[src/rtl/bit_count_ctrl.sv]
// Control FSM for the bit-counting datapath: load, shift until zero, drain one cycle, capture count.
// Strobes decode from state (EA Mealy on z, LA Mealy on s) and are held low while rst is asserted.
module bit_count_ctrl #(
  parameter int WIDTH = 4,
  parameter int CW    = 3
) (
  input  logic          clk,
  input  logic          rst,
  input  logic          s,
  input  logic          z,
  input  logic          a0,
  input  logic [CW-1:0] B_in,
  output logic          LA,
  output logic          EA,
  output logic          LB,
  output logic          EB,
  output logic          w,
  output logic          busy,
  output logic          done,
  output logic          err,
  output logic [CW-1:0] result
);

  localparam int SCW = $clog2(WIDTH + 2);

  typedef enum logic [2:0] {IDLE, SHIFT, DRAIN, CAPTURE, DONE} state_t;

  state_t         state;
  logic [SCW-1:0] shift_cnt;
  logic           first;

  always_ff @(posedge clk or negedge rst) begin
    if (!rst) begin
      state     <= IDLE;
      result    <= '0;
      err       <= 1'b0;
      shift_cnt <= '0;
      first     <= 1'b0;
    end else begin
      case (state)
        IDLE: begin
          if (s) begin
            state     <= SHIFT;
            shift_cnt <= '0;
            first     <= 1'b1;
          end
        end
        SHIFT: begin
          first <= 1'b0;
          if (!z) shift_cnt <= shift_cnt + 1'b1;
          // WIDTH+1 shifts without the register emptying means z is stuck
          if (z) begin
            state <= DRAIN;
          end else if (shift_cnt == SCW'(WIDTH)) begin
            err   <= 1'b1;
            state <= CAPTURE;
          end
        end
        DRAIN:   state <= CAPTURE;
        CAPTURE: begin
          result <= B_in;
          state  <= DONE;
        end
        DONE: begin
          if (!s) begin
            state <= IDLE;
            err   <= 1'b0;
          end
        end
        default: state <= IDLE;
      endcase
    end
  end

  always_comb begin
    LA   = 1'b0;
    EA   = 1'b0;
    LB   = 1'b0;
    busy = 1'b0;
    done = 1'b0;
    if (rst) begin
      case (state)
        IDLE:    begin LA = ~s;  LB = 1'b1;   end
        SHIFT:   begin EA = ~z;  busy = 1'b1; end
        DRAIN:   begin EA = 1'b1; busy = 1'b1; end
        CAPTURE: busy = 1'b1;
        DONE:    done = 1'b1;
        default: ;
      endcase
    end
  end

  // a0 is stale on the first shift of an operation
  assign EB = EA & a0 & ~first;
  assign w  = 1'b0;

endmodule

[config.mk]
export PLATFORM = sky130hd
export DESIGN_NAME = bit_count_ctrl
export DESIGN_NICKNAME = d
export VERILOG_FILES = /design/src/rtl/bit_count_ctrl.sv
export SDC_FILE = /design/constraint.sdc
export NUM_CORES = 1
export LEC_CHECK = 0
export BUFFER_PORTS_ARGS = -buffer_cell sky130_fd_sc_hd__buf_2
export CORE_AREA = 8 8 48 50
export CTS_CLUSTER_SIZE = 28
export DETAILED_ROUTE_END_ITERATION = 16
export DIE_AREA = 0 0 56 58
export PLACE_DENSITY = 0.7
export SETUP_SLACK_MARGIN = 0.02
export SKIP_LAST_GASP = 1
export SYNTH_ARGS = -nofsm -noshare
export SYNTH_HDL_FRONTEND = slang
export SYNTH_SLANG_ARGS = --single-unit
[constraint.sdc]
create_clock -name clk -period 1.29 [get_ports clk]
set_input_delay 0.0645 -clock clk [delete_from_list [all_inputs] [get_ports clk]]
set_output_delay 0.0645 -clock clk [all_outputs]
set_load 0.02 [all_outputs]
== Word level (Yosys, flattened, before mapping) ==
Index checks and enable logic that the tools add are counted.
Storage, ports and cells
  register bits: 11
  latch bits: 0
  output and inout port bits: 11
  RAM bits: 0
  memories: 0
  logic and storage cells: 53
  ROM bits: 0
Operators by class
  add/sub/neg operators: 1
  equal/unequal tests: 10
  magnitude comparators: 0
  shifts and indexed selects: 0
  muxes and demuxes: 24
  div/mod/pow operators: 0
  reduce and logical (&&, ||, !) cells: 8
  bitwise gates (word level): 5
  multiply operators: 0
Operator list (number)
  $mux W3: 6
  $pmux W3 S5: 1
  $mux W1: 13
  $ne A2 B2 Y1 const B: 4
  $eq A3 B2 Y1 const B: 2
  $eq A3 B3 Y1 const B: 2
  $pmux W1 S2: 3
  $pmux W3 S2: 1
  $reduce_and A3 Y1: 2
  $reduce_and A4 Y1: 1
  $reduce_bool A2 Y1: 2
  $add A3 B1 Y3 const B: 1
  $eq A3 B1 Y1 const B: 1
  $logic_not A3 Y1: 1
  $ne A3 B3 Y1 const B: 1
  $not A1 Y1: 3
  $reduce_or A3 Y1: 1
  $and A1 B1 Y1: 2
  $reduce_and A2 Y1: 1

== Depth between registers and ports, before layout ==
  depth after elaboration: 5
  mapped depth: 5

== Worst setup path after synthesis ==
No wires, ideal clock.
  path kind: flip-flop to output port
  start: reg state[0]
  end: out EB
  arrival time: 1401 ps
  setup slack: -176 ps
  stages on the path, launching flop included: 5
  cell sequence: dfrtp_1 > buf_6 > or3b_1 > a21oi_2 > and3b_1
Between the ends
  word-level cells in the longest chain between the ends: 5
  elaborated cells on any way between the ends: 6
RTL lines
  start: declaration: RTL line 28  | state_t state;
  start signal: assignment: RTL line 34  | state <= IDLE;
  start signal: assignment: RTL line 43  | state <= SHIFT;
  start signal: assignment: RTL line 53  | state <= DRAIN;
  $eq A3 B2 Y1 / $eq A3 B1 Y1 (equally long branches): RTL line 82  | case (state)
  $pmux W1 S2 *: RTL line 82
  $mux W1 *: RTL line 81  | if (rst) begin
  net EA: RTL line 14  | output logic EA,
  $and A1 B1 Y1 * (2 in series): RTL line 94  | assign EB = EA & a0 & ~first;
  end: declaration: RTL line 16  | output logic EB,
The timed path passes the listed nets; every way through them passes the cells marked *.

== Worst setup path after layout ==
  start: reg state[1]
  end: out EB
Between the ends
  word-level cells in the longest chain between the ends: 5
  elaborated cells on any way between the ends: 6
RTL lines (RTL line)
  $eq A3 B2 Y1 / $eq A3 B1 Y1 (equally long branches): 82
  $pmux W1 S2 *: 82
  $mux W1 *: 81
  $and A1 B1 Y1 * (2 in series): 94
Mark *: on every way between the ends. The rest lies on a longest branch, timed or not.

==> impl_results.md <==
* Initial antenna violation count at 0
* Reg2reg path depth at 5
* Routed len/inst at ~16 µm
* Vert. Die Dim at about 58 µm
* Pre-CTS setup slack at -0.0721 ns
* Startpoint types: flip-flop
* Reg2Reg Setup Slack at -0.16 ns
* Worst-Margin Slew at roughly 0.54 ns
* Horiz. Die Dim at about 56 µm
* DRC viols at 0
* Crit. End Element: output port
* Final period utilization at 122%
* Kind of critical path: reg -> out
* Final min period at 1.58 ns
* GRT Resource Usage Total at just over 9%
* Share of Yosys cell area claimed by the top area cell type at 45.8%
* Vias in the first global route at 544
* Number of antenna repair diodes at 0
* Core area at roughly 1600 µm²
* Final setup fails at 10
* Clock latency at the later pin of the worst-skew pair at approximately 0.26 ns
* Max Cap Viol at 0
* Via density per instance at around 5.4
* Arrival time at the worst endpoint at between 1.5 and 2 ns
* H-tree levels at 1
* Die ar. at approximately 3200 µm²
* Rel. slew slack at 64.1%
* Num rows at 15
* Core Util, Final at between 50% and 60%
* Initial DRT Pass Iterations at 4
* Gate Count Post-Synth at between 50 and 60
* Hold worst-path end: result[2]
* Syn Area/Cell at 10.2 µm²
* Share of cells above drive strength 1 at between 50% and 60%
* Final wirelength at around 1700 µm
* Status: finished with violations
* Pwr dens at around 2400 nW/µm²
* Synth Net Count at 69
* Syn Std Cell Area at between 600 and 700 µm²
* Global-route wire length before repair at 2390 µm
* CTS clock-pin slew for the worst setup and hold paths at roughly 0.070 ns
* RSZ-0062 raised after global routing: yes
* Worst path required time at ~1.2 ns
* Beginning of the worst hold path: B_in[2]
* Main area contributors after synthesis: dfrtp_1 (46%), mux2_2 (5.6%), o2bb2ai_1 (4.4%)
* CTS Sinks at 11
* Pin count of the biggest net entering global routing at 12
* Setup TNS at -1.61 ns
* Min-Delay Path Depth at 2
* Grt ovf at 0
* IO buf count at 17
* Final net count at 100
* Post-synthesis register bit count at 11
* Worst vdd ir at around 970 µV
* Hold Fails Final Rpt at 0
* Tot Pwr at around 0.0023 W
* Leading area contributor after synthesis: dfrtp_1
* Commonest non-fill, non-tap cells in the layout: buf_2 (12), dfrtp_1 (10), buf_4 (10)
* Number of CTS-inserted buffers at 3
* Synthesis Warnings at 0
* DP HPWL at 1050 µm
* Initial Util at 37.2%
* DRT antenna net count at 0
* Worst reg2reg path startpoint: state[0]
* Count of pins over their slew limit at 0
* FF-to-FF End: result[1]
* DR vias at between 500 and 600
* Register area share after synthesis at between 40% and 50%
* Synth cell types at 28
* Failing checks: negative setup slack
* CTS tree: done
* I/O Pins at 19
* Clk buf depth at 2
* Max frequency at 633 MHz
* Root Driver: clkbuf_4
* Worst Path Max Fanout at 4
* DRT iter0 DRCs at 6
* PnR worst setup slack at -0.290 ns
* GPL Wtd Cong at 0.826
* Area Overhead vs Synth at 55.6%
* Commonest non-fill, non-tap cell in the layout: buf_2
* Leak at about 0.44 nW
* Worst clock skew at about 0.0073 ns
* Worst Hold Class: in -> reg
Yosys cell counts, drive strengths merged:
cell type and count:
dfrtp 11, a21oi 6, buf 4, inv 4, mux2 3, nor2 3
nor3 3, o21ai 3, o2bb2ai 3, a31oi 2, ha 2, mux2i 2
a22oi 1, and3 1, and3b 1, conb 1, nand2 1, nand2b 1
nand3b 1, nor2b 1, nor4 1, nor4b 1, or2b 1, or3 1
or3b 1
how the worst max path moves through the flow:
stage | startpoint | end | slack (ns) | cells after the start
global route | state[1] | EB | -0.34 | 4
CTS | state[1] | EB | -0.29 | 4
floorplan | state[0] | EB | -0.09 | 4
global placement | state[1] | EB | -0.04 | 4
detailed placement | state[1] | EB | -0.07 | 4
finish | state[1] | EB | -0.29 | 4
sequential cells by signal (all words and copies together) (netlist names):
register and flops:
first 1, state 3, result 3, shift_cnt 3, err 1
layout make-up:
type                       count  area, µm²
fill                         133        679
multi-input combinational     40        363
sequential                    11        277
timing repair buffer          30        228
clock buffer                   4       26.3
tap                           17       21.3
inverter                       4       20.0
per-stage QoR:
stage | std cells | cell area, µm² | hold WS (ns)
2_1_floorplan | 59 | 609 | -0.231
3_3_place_gp | 95 | 732 | 0.00801
3_5_place_dp | 95 | 732 | 0.0124
4_1_cts | 101 | 803 | 0.0201
5_1_grt | 106 | 935 | 0.0141
6_report | 106 | 935 | 0.0320
what timing repair did:
| action | in CTS | in global routing |
|---|---|---|
| setup buffers | 1 | 5 |
| hold buffers | 1 | 0 |
| resized for setup | 9 | 27 |
| pin swaps | 2 | 7 |
| endpoints found under the setup margin | 6 | 13 |
| endpoints found under the hold margin | 11 | 0 |
worst max-delay path: stages (launching register included):
cell and delay [ns]:
dfrtp_1 0.41, or3b_4 0.41, a21oi_4 0.13, and3b_2 0.20, buf_6 0.11
where the power goes:
| part | internal [W] | switching [W] |
|---|---|---|
| clock network | 0.000119 | 0.000105 |
| logic | 0.000728 | 0.000690 |
| registers | 0.000498 | 0.000110 |
| total | 0.00134 | 0.000905 |
metal layers:
layer | up-vias | share of wire (%) | GRT usage (%)
met2 | 18 | 52 | 13.6
met4 | 0 | 2.8 | 8.25
li1 | 270 | - | -
met5 | - | 0 | 0
met1 | 277 | 40 | 9.71
met3 | 4 | 4.9 | 3.93
cell families after synthesis:
logic type	Yosys count	synth area share, %
compound gates	15	15.8
simple gates	17	17.3
fa+ha+maj	2	4.17
flops	11	45.8
buf+inv	8	7.29
other cells	1	0.624
mux	5	8.96
Power figures use the tool's default switching activity.
